### config.mk
export PLATFORM = sky130hd
export DESIGN_NAME = ex_stage
export DESIGN_NICKNAME = d
export VERILOG_FILES = /design/src/rtl/ex_stage.sv
export SDC_FILE = /design/constraint.sdc
export NUM_CORES = 1
export LEC_CHECK = 0
export CAP_MARGIN = 0
export CELL_PAD_IN_SITES_DETAIL_PLACEMENT = 0
export CELL_PAD_IN_SITES_GLOBAL_PLACEMENT = 1
export CORE_ASPECT_RATIO = 0.5
export CORE_MARGIN = 2
export CORE_UTILIZATION = 30
export CTS_CLUSTER_DIAMETER = 40
export DETAILED_ROUTE_END_ITERATION = 16
export GPL_TIMING_DRIVEN = 0
export PLACE_DENSITY = 0.77
export SYNTH_ARGS = -nofsm -noshare
export SYNTH_HDL_FRONTEND = slang
export SYNTH_SLANG_ARGS = --single-unit
### constraint.sdc
create_clock -name clk -period 13.2 [get_ports clk]
set_clock_uncertainty 0.05 [all_clocks]
set_input_delay 2.64 -clock clk [delete_from_list [all_inputs] [get_ports clk]]
set_output_delay 2.64 -clock clk [all_outputs]
set_load 0.005 [all_outputs]
### src/rtl/ex_stage.sv
// Execute stage: combinational ALU with a same-cycle forwarding path, followed by
// the EX/MEM pipeline register with stall/flush and overflow-to-exception handling.

module ex_alu #(
  parameter int unsigned DATA_W   = 32,
  parameter int unsigned ALU_OP_W = 4
) (
  input  logic [ALU_OP_W-1:0] op,
  input  logic [DATA_W-1:0]   in_0,
  input  logic [DATA_W-1:0]   in_1,
  output logic [DATA_W-1:0]   out,
  output logic                of
);
  localparam int unsigned SHAMT_W = $clog2(DATA_W);
  localparam int unsigned MSB     = DATA_W - 1;

  localparam logic [ALU_OP_W-1:0] OP_AND  = ALU_OP_W'(1);
  localparam logic [ALU_OP_W-1:0] OP_OR   = ALU_OP_W'(2);
  localparam logic [ALU_OP_W-1:0] OP_XOR  = ALU_OP_W'(3);
  localparam logic [ALU_OP_W-1:0] OP_ADDS = ALU_OP_W'(4);
  localparam logic [ALU_OP_W-1:0] OP_ADDU = ALU_OP_W'(5);
  localparam logic [ALU_OP_W-1:0] OP_SUBS = ALU_OP_W'(6);
  localparam logic [ALU_OP_W-1:0] OP_SUBU = ALU_OP_W'(7);
  localparam logic [ALU_OP_W-1:0] OP_SHRL = ALU_OP_W'(8);
  localparam logic [ALU_OP_W-1:0] OP_SHLL = ALU_OP_W'(9);

  logic [DATA_W-1:0]  sum;
  logic [DATA_W-1:0]  diff;
  logic [SHAMT_W-1:0] shamt;
  logic               add_of;
  logic               sub_of;

  assign sum   = in_0 + in_1;
  assign diff  = in_0 - in_1;
  assign shamt = in_1[SHAMT_W-1:0];

  // Signed overflow: result sign differs from operand 0 when operand signs make that impossible
  assign add_of = (in_0[MSB] == in_1[MSB]) && (sum[MSB]  != in_0[MSB]);
  assign sub_of = (in_0[MSB] != in_1[MSB]) && (diff[MSB] != in_0[MSB]);

  always_comb begin
    out = in_0;
    of  = 1'b0;
    case (op)
      OP_AND:  out = in_0 & in_1;
      OP_OR:   out = in_0 | in_1;
      OP_XOR:  out = in_0 ^ in_1;
      OP_ADDS: begin out = sum;  of = add_of; end
      OP_ADDU: out = sum;
      OP_SUBS: begin out = diff; of = sub_of; end
      OP_SUBU: out = diff;
      OP_SHRL: out = in_0 >> shamt;
      OP_SHLL: out = in_0 << shamt;
      default: out = in_0;
    endcase
  end
endmodule

module ex_stage #(
  parameter int unsigned DATA_W     = 32,
  parameter int unsigned ADDR_W     = 30,
  parameter int unsigned ALU_OP_W   = 4,
  parameter int unsigned REG_ADDR_W = 5,
  parameter int unsigned MEM_OP_W   = 2,
  parameter int unsigned CTRL_OP_W  = 2,
  parameter int unsigned EXP_W      = 3
) (
  input  logic                  clk,
  input  logic                  reset,
  input  logic                  stall,
  input  logic                  flush,
  input  logic [ADDR_W-1:0]     id_pc,
  input  logic                  id_en,
  input  logic [ALU_OP_W-1:0]   id_alu_op,
  input  logic [DATA_W-1:0]     id_alu_in_0,
  input  logic [DATA_W-1:0]     id_alu_in_1,
  input  logic                  id_br_flag,
  input  logic [MEM_OP_W-1:0]   id_mem_op,
  input  logic [DATA_W-1:0]     id_mem_wr_data,
  input  logic [CTRL_OP_W-1:0]  id_ctrl_op,
  input  logic [REG_ADDR_W-1:0] id_dst_addr,
  input  logic                  id_gpr_we_,
  input  logic [EXP_W-1:0]      id_exp_code,
  output logic [DATA_W-1:0]     fwd_data,
  output logic [ADDR_W-1:0]     ex_pc,
  output logic                  ex_en,
  output logic                  ex_br_flag,
  output logic [MEM_OP_W-1:0]   ex_mem_op,
  output logic [DATA_W-1:0]     ex_mem_wr_data,
  output logic [CTRL_OP_W-1:0]  ex_ctrl_op,
  output logic [REG_ADDR_W-1:0] ex_dst_addr,
  output logic                  ex_gpr_we_,
  output logic [EXP_W-1:0]      ex_exp_code,
  output logic [DATA_W-1:0]     ex_out
);
  localparam logic [EXP_W-1:0] EXP_OVERFLOW = EXP_W'(3);

  logic [DATA_W-1:0]     alu_out;
  logic                  alu_of;

  logic [ADDR_W-1:0]     pc_d;
  logic                  en_d;
  logic                  br_flag_d;
  logic [MEM_OP_W-1:0]   mem_op_d;
  logic [DATA_W-1:0]     mem_wr_data_d;
  logic [CTRL_OP_W-1:0]  ctrl_op_d;
  logic [REG_ADDR_W-1:0] dst_addr_d;
  logic                  gpr_we_d;
  logic [EXP_W-1:0]      exp_code_d;
  logic [DATA_W-1:0]     out_d;

  ex_alu #(
    .DATA_W   (DATA_W),
    .ALU_OP_W (ALU_OP_W)
  ) u_alu (
    .op   (id_alu_op),
    .in_0 (id_alu_in_0),
    .in_1 (id_alu_in_1),
    .out  (alu_out),
    .of   (alu_of)
  );

  assign fwd_data = alu_out;

  // Next EX/MEM contents: bubble, faulting instruction (side effects killed) or normal load
  always_comb begin
    pc_d          = '0;
    en_d          = 1'b0;
    br_flag_d     = 1'b0;
    mem_op_d      = '0;
    mem_wr_data_d = '0;
    ctrl_op_d     = '0;
    dst_addr_d    = '0;
    gpr_we_d      = 1'b1;
    exp_code_d    = '0;
    out_d         = '0;
    if (!flush) begin
      pc_d = id_pc;
      if (id_en) begin
        en_d          = 1'b1;
        br_flag_d     = id_br_flag;
        mem_wr_data_d = id_mem_wr_data;
        dst_addr_d    = id_dst_addr;
        out_d         = alu_out;
        if (id_exp_code != '0) begin
          exp_code_d = id_exp_code;
        end else if (alu_of) begin
          exp_code_d = EXP_OVERFLOW;
        end else begin
          mem_op_d  = id_mem_op;
          ctrl_op_d = id_ctrl_op;
          gpr_we_d  = id_gpr_we_;
        end
      end
    end
  end

  // EX/MEM pipeline register; stall holds everything, overriding flush
  always_ff @(posedge clk or negedge reset) begin
    if (!reset) begin
      ex_pc          <= '0;
      ex_en          <= 1'b0;
      ex_br_flag     <= 1'b0;
      ex_mem_op      <= '0;
      ex_mem_wr_data <= '0;
      ex_ctrl_op     <= '0;
      ex_dst_addr    <= '0;
      ex_gpr_we_     <= 1'b1;
      ex_exp_code    <= '0;
      ex_out         <= '0;
    end else if (!stall) begin
      ex_pc          <= pc_d;
      ex_en          <= en_d;
      ex_br_flag     <= br_flag_d;
      ex_mem_op      <= mem_op_d;
      ex_mem_wr_data <= mem_wr_data_d;
      ex_ctrl_op     <= ctrl_op_d;
      ex_dst_addr    <= dst_addr_d;
      ex_gpr_we_     <= gpr_we_d;
      ex_exp_code    <= exp_code_d;
      ex_out         <= out_d;
    end
  end
endmodule

* Yosys cells after proc, flatten, opt, wreduce, memory -nomap -nowiden *
Cells that the tools add are included.

operators by class
  $add $sub $neg = 2
  equality and inequality tests = 13
  shift operators = 2
  mux-type cells = 29
  bitwise gates (word level) = 3
  reductions and logical operators = 5

operators with widths
  operator                                              number
  one-hot mux 32 bit (7 select lines)                   1
  two-way mux 32 bit                                    4
  adder 32 bit                                          1
  bitwise AND 32 bit                                    1
  OR 32 bit                                             1
  << shifter 32 x 5 -> 32 bit                           1
  >> shifter 32 x 5 -> 32 bit                           1
  subtractor 32 bit                                     1
  bitwise XOR 32 bit                                    1
  two-way mux 30 bit                                    1
  two-way mux 2 bit                                     9
  equality test 4 x 3 -> 1 bit (second input constant)  4
  two-way mux 5 bit                                     2
  two-way mux 3 bit                                     3
  equality test 4 x 2 -> 1 bit (second input constant)  2
  equality test 4 bit (second input constant)           2
  two-way mux 1 bit                                     8
  equality test 4 x 1 -> 1 bit (second input constant)  1
  OR reduction 2 bit                                    2
  != test 1 bit                                         3
  nonzero test 3 bit                                    1
  logical AND 1 bit                                     2
  one-hot mux 1 bit (2 select lines)                    1
  equality test 1 bit                                   1

word-level totals
  register bits = 109
  input bits = 149
  output and inout port bits = 141
  word-level logic and storage cells = 64

* Logic depth before layout (Yosys ltp) *
  depth in word-level cells = 8
  mapped depth = 15
  gate-level depth less buffers = 12

* Cells and area by module *
A second synthesis with hierarchy kept.

unflattened totals
  cell total of the unflattened synthesis = 1,562
  area total of the unflattened synthesis = 12,593.3 µm²

by module, submodules not included
  module    instances  cells each  area each (µm²)  sequential area each (µm²)
  ex_alu    1          1,246       8,509.4          0.0
  ex_stage  1          316         4,083.9          2,728.9

* Worst setup path after synthesis *
OpenSTA, ideal clock, no wires.

  path type = input to output
  start = input id_alu_in_1[2]
  end = output fwd_data[30]
  data arrival time = 5,918 ps
  required time = 10,510 ps
  slack = 4,592 ps
  stages = 15
  path buffers = 4
  cell sequence = buf_2 > inv_2 > buf_1 > clkbuf_1 > ha_1 > buf_2 > a211oi_2 > o21ai_1 > o211ai_2 > o21ai_1 > o2111a_1 > a211o_1 > a221oi_4 > xnor2_1 > a22o_1

on the way
  word-level cells in the longest chain between the ends = 2
  elaborated cells between the ends (all ways) = 5
  those cells by class = 2 x add/sub; 2 x shift; 1 x mux

ends and longest elaborated chain
  item                                       line  RTL
  from (decl)                                76    input logic [DATA_W-1:0] id_alu_in_1,
  subtractor 32 bit (tied with other cells)  34    assign diff = in_0 - in_1;
  one-hot mux 32 bit (7 select lines) (*)    44    case (op)
  to (decl)                                  84    output logic [DATA_W-1:0] fwd_data,

Every way passes the cells marked *; elsewhere a longest branch is shown, timed or not.

* Worst setup path in the final report *
  start = input id_alu_in_1[3]
  end = output fwd_data[30]

Same word-level chain as after synthesis.

==> qor.csv <==
stage,metric,value,unit
synthesis,synth_fp_nets,1982,
placed_design,dp_hpwl,65.2,mm
synthesis,synth_cell_types,88,
grt,grt_pass1_wl,114,mm
final_layout,fillers,4658,
power_and_ir_drop,p_leak,7.29,nW
final_layout,drive_gt1_frac,0.0739,
final_layout,fin_area,0.0177,mm^2
sta,relSlewSlack,0.132,
synthesis,synth-seq-area-share,0.200,
sta,period_minus_slack,11.61,ns
die,dieHeight,155,um
detailed_routing,wl_per_cell,30.8,um
clocking,post_cts_buffers,0,
placed_design,placed_cell_area,0.0173,mm^2
die,die_area,0.0474,mm^2
setup_path,rr_worst_depth,3,
detailed_routing,firstDrtPassIters,8,
sta,setup_viol,0,
sta,final-max-slew-violation-count,0,
hold_path,whs_path_depth,2,
synthesis,synth_area,0.0137,mm^2
sta,hold_viol,0,
hold_path,hp-start,ex_pc[5]$_DFFE_PN0N_,
grt,overflow,0,
hold_path,holdPathEnd,ex_pc[5]$_DFFE_PN0N_,
die,core,0.0451,mm^2
sta,max_clock_freq,0.0861,GHz
setup_path,arrival,8.92,ns
synthesis,synth-seq-cells,109,
synthesis,synth_edf_count,0,
clocking,cts_tree,yes,
sta,rsz0062_at_grt,no,
synthesis,synth_ff_type,dfrtp_1,
sta,worst_pin_slew,1.29,ns
die,io_pins,290,
setup_path,startpoint_type,primary input,
synthesis,postSynthAreaPerCell,7.92,um^2
clocking,clk_latency,0.34,ns
hold_path,hold_path_class,reg2reg,
die,num_rows,55,
setup_path,timing_worst_setup_path_type,in2out,
final_layout,area_delta_synth_final,29.2,%
die,initial_utilization,0.303,
clocking,postCtsHoldBufs,0,
detailed_routing,wl,81.0,mm
job,drv_cap,0,
power_and_ir_drop,power.density,77.0,mW/mm^2
clocking,clock_path_buffers,2,
die,dieWidth,306,um
detailed_routing,ant_nets,0,
synthesis,synth_warnings,0,
clocking,path_clk_slew,0.08,ns
grt,grt_usage,0.330,
setup_path,crit_fanout,11,
clocking,cts_made_buffers,9,
outcome,outcome,"finished, final reports clean",
synthesis,syn_inst,1725,
placed_design,gp_congestion,1.05,
detailed_routing,vias,16500,
grt,grt_pass1_vias,15400,
setup_path,worst_ep_required_time,10.51,ns
setup_path,cp-end-kind,output pin,
clocking,ctsResizeCount,0,
setup_path,reg2reg_slack,12.23,ns
detailed_routing,routed_via_density,6.25,
clocking,clock-sinks,109,
grt,grt_antenna_before_repair,6,
grt,grt_max_degree,62,
placed_design,numPortBuffers,288,
setup_path,r2r_end,ex_out[28]$_DFFE_PN0N_,
sta,fin_crit_sh,0.880,
clocking,htreeDepth,3,
power_and_ir_drop,peakVddDrop,42.3,uV
sta,tns,0,ns
final_layout,nets,2283,
detailed_routing,drc_errors,0,
setup_path,r2r_start,ex_out[28]$_DFFE_PN0N_,
clocking,cts_root_buf,clkbuf_16,
synthesis,async_reset_ff_frac,1.00,
detailed_routing,dr.first_iter.drc_count,2357,
synthesized netlist by cell type, types with 9 or more instances:
| library cell | count | area [um^2] |
|---|---|---|
| nand2_1 | 157 | 589 |
| nor2_1 | 147 | 552 |
| a21oi_1 | 143 | 716 |
| o21ai_0 | 137 | 686 |
| dfrtp_1 | 108 | 2700 |
| inv_1 | 107 | 402 |
| ha_1 | 106 | 1330 |
| clkbuf_1 | 93 | 349 |
| a22o_1 | 66 | 578 |
| mux2i_1 | 56 | 561 |
| mux4_2 | 50 | 1130 |
| nand2b_1 | 42 | 263 |
| o211ai_1 | 33 | 248 |
| nor3_1 | 30 | 150 |
| a211oi_1 | 29 | 218 |
| buf_2 | 29 | 145 |
| nand3_1 | 29 | 145 |
| a21o_1 | 21 | 158 |
| a221oi_1 | 21 | 184 |
| xnor2_1 | 21 | 184 |
| a22oi_1 | 18 | 135 |
| mux2_2 | 18 | 203 |
| a31oi_1 | 16 | 100 |
| buf_1 | 15 | 56.3 |
| o22ai_1 | 13 | 81.3 |
| or3_1 | 13 | 81.3 |
| nand4_1 | 12 | 75.1 |
| o31ai_1 | 12 | 90.1 |
| a211o_1 | 11 | 96.3 |
| nor2b_1 | 11 | 68.8 |
| nor4_1 | 11 | 68.8 |
| o21bai_1 | 10 | 75.1 |
| a32oi_1 | 9 | 78.8 |
| and3_1 | 9 | 56.3 |
| o221ai_1 | 9 | 78.8 |
state kept, by name, summed over array words and instances, names as in the netlist:
name,flops
ex_br_flag,1
ex_out,32
ex_mem_wr_data,32
ex_ctrl_op,2
ex_pc,30
ex_dst_addr,5
ex_mem_op,2
ex_en,1
ex_gpr_we_,1
ex_exp_code,3
worst max-delay path by stage:
stage	from	endpoint	slack [ns]	cells past startpoint
after global placement	id_alu_in_1[2]	fwd_data[30]	1.81	17
after CTS	id_alu_in_1[2]	fwd_data[30]	1.83	17
after global routing	id_alu_in_1[2]	fwd_data[30]	1.37	17
final	id_alu_in_1[3]	fwd_data[30]	1.59	16
after detailed placement	id_alu_in_1[2]	fwd_data[30]	1.85	17
after floorplan	id_alu_in_1[2]	fwd_data[30]	4.59	15
worst max-delay path, stage by stage:
cell and delay (ns):
clkdlybuf4s50_1 0.52, clkbuf_1 0.35, inv_1 0.27, clkbuf_1 0.54
clkbuf_1 0.73, ha_1 0.45, nor2_1 0.24, nand2_1 0.12
a31oi_1 0.57, o211ai_1 0.29, a21boi_1 0.66, a31oi_1 0.25
xnor2_1 0.18, o211ai_1 0.28, a22o_1 0.20, clkdlybuf4s50_1 0.61
power by group:
group,switching (mW),internal (mW)
combinational,0.440,0.269
clock,0.145,0.137
sequential,0.0128,0.355
total,0.598,0.762
layout make-up:
class / instances / area (um^2) / area share
Clock inverter: 7 / 88.8 / 0.00503
Sequential cell: 109 / 2730 / 0.155
Clock buffer: 9 / 225 / 0.0128
Antenna cell: 4 / 10.0 / 0.000567
Tap cell: 598 / 748 / 0.0424
Timing Repair Buffer: 290 / 2920 / 0.165
Multi-Input combinational cell: 1360 / 9910 / 0.561
Inverter: 113 / 424 / 0.0240
Buffer: 143 / 603 / 0.0342
placed cells by master, fill, tap and decap left out, types with 10 or more instances in the layout:
cell type        instances
o21ai_0                137
a211o_1                 11
nand2_1                157
or3_1                   13
nand2b_1                42
a221oi_1                21
nor3_1                  30
inv_1                  107
a31oi_1                 16
a22oi_1                 18
mux2_2                  18
nand3_1                 29
buf_2                   30
o31ai_1                 12
nor2_1                 147
nand4_1                 12
a21o_1                  21
clkbuf_1                93
mux4_2                  50
nor4_1                  11
o211ai_1                33
a22o_1                  66
xnor2_1                 21
o21bai_1                10
buf_1                   15
clkdlybuf4s50_1        287
mux2i_1                 56
a211oi_1                29
nor2b_1                 11
dfrtp_1                108
a21oi_1                143
o22ai_1                 13
ha_1                   106
logic make-up (layout without fill, tap and decap cells):
family | count (synthesis) | after routing | synth area share
AOI/OAI and AO/OA | 626 | 626 | 0.313
xor gates and xnor gates | 23 | 23 | 0.0147
adders and majority gates | 108 | 108 | 0.0999
buffers and inverters | 256 | 562 | 0.0751
DFF | 109 | 109 | 0.200
muxes | 124 | 124 | 0.138
other | 0 | 4 | 0
and+or+nand+nor | 479 | 479 | 0.160
through the flow:
step / instances / utilization / setup slack, ns / hold WS (ns) / total power [mW]
floorplan: 1725 / - / 4.59 / 0.424 / 0.711
global placement: 2611 / 0.384 / 1.81 / 0.416 / 1.05
detailed placement: 2612 / 0.384 / 1.85 / 0.423 / 1.05
CTS: 2628 / 0.391 / 1.83 / 0.443 / 1.34
global route: 2629 / 0.392 / 1.37 / 0.462 / 1.41
finish: 2633 / 0.392 / 1.59 / 0.435 / 1.36
routing by layer:
| metal | part of all wire | global-route usage | vias up |
|---|---|---|---|
| met5 | 0.00035 | 0 | - |
| met4 | 0.037 | 0.111 | 4 |
| met3 | 0.14 | 0.121 | 204 |
| met2 | 0.41 | 0.479 | 1205 |
| met1 | 0.41 | 0.451 | 8037 |
| li1 | - | - | 7009 |
Note: power is estimated with default switching activity, not from simulation.
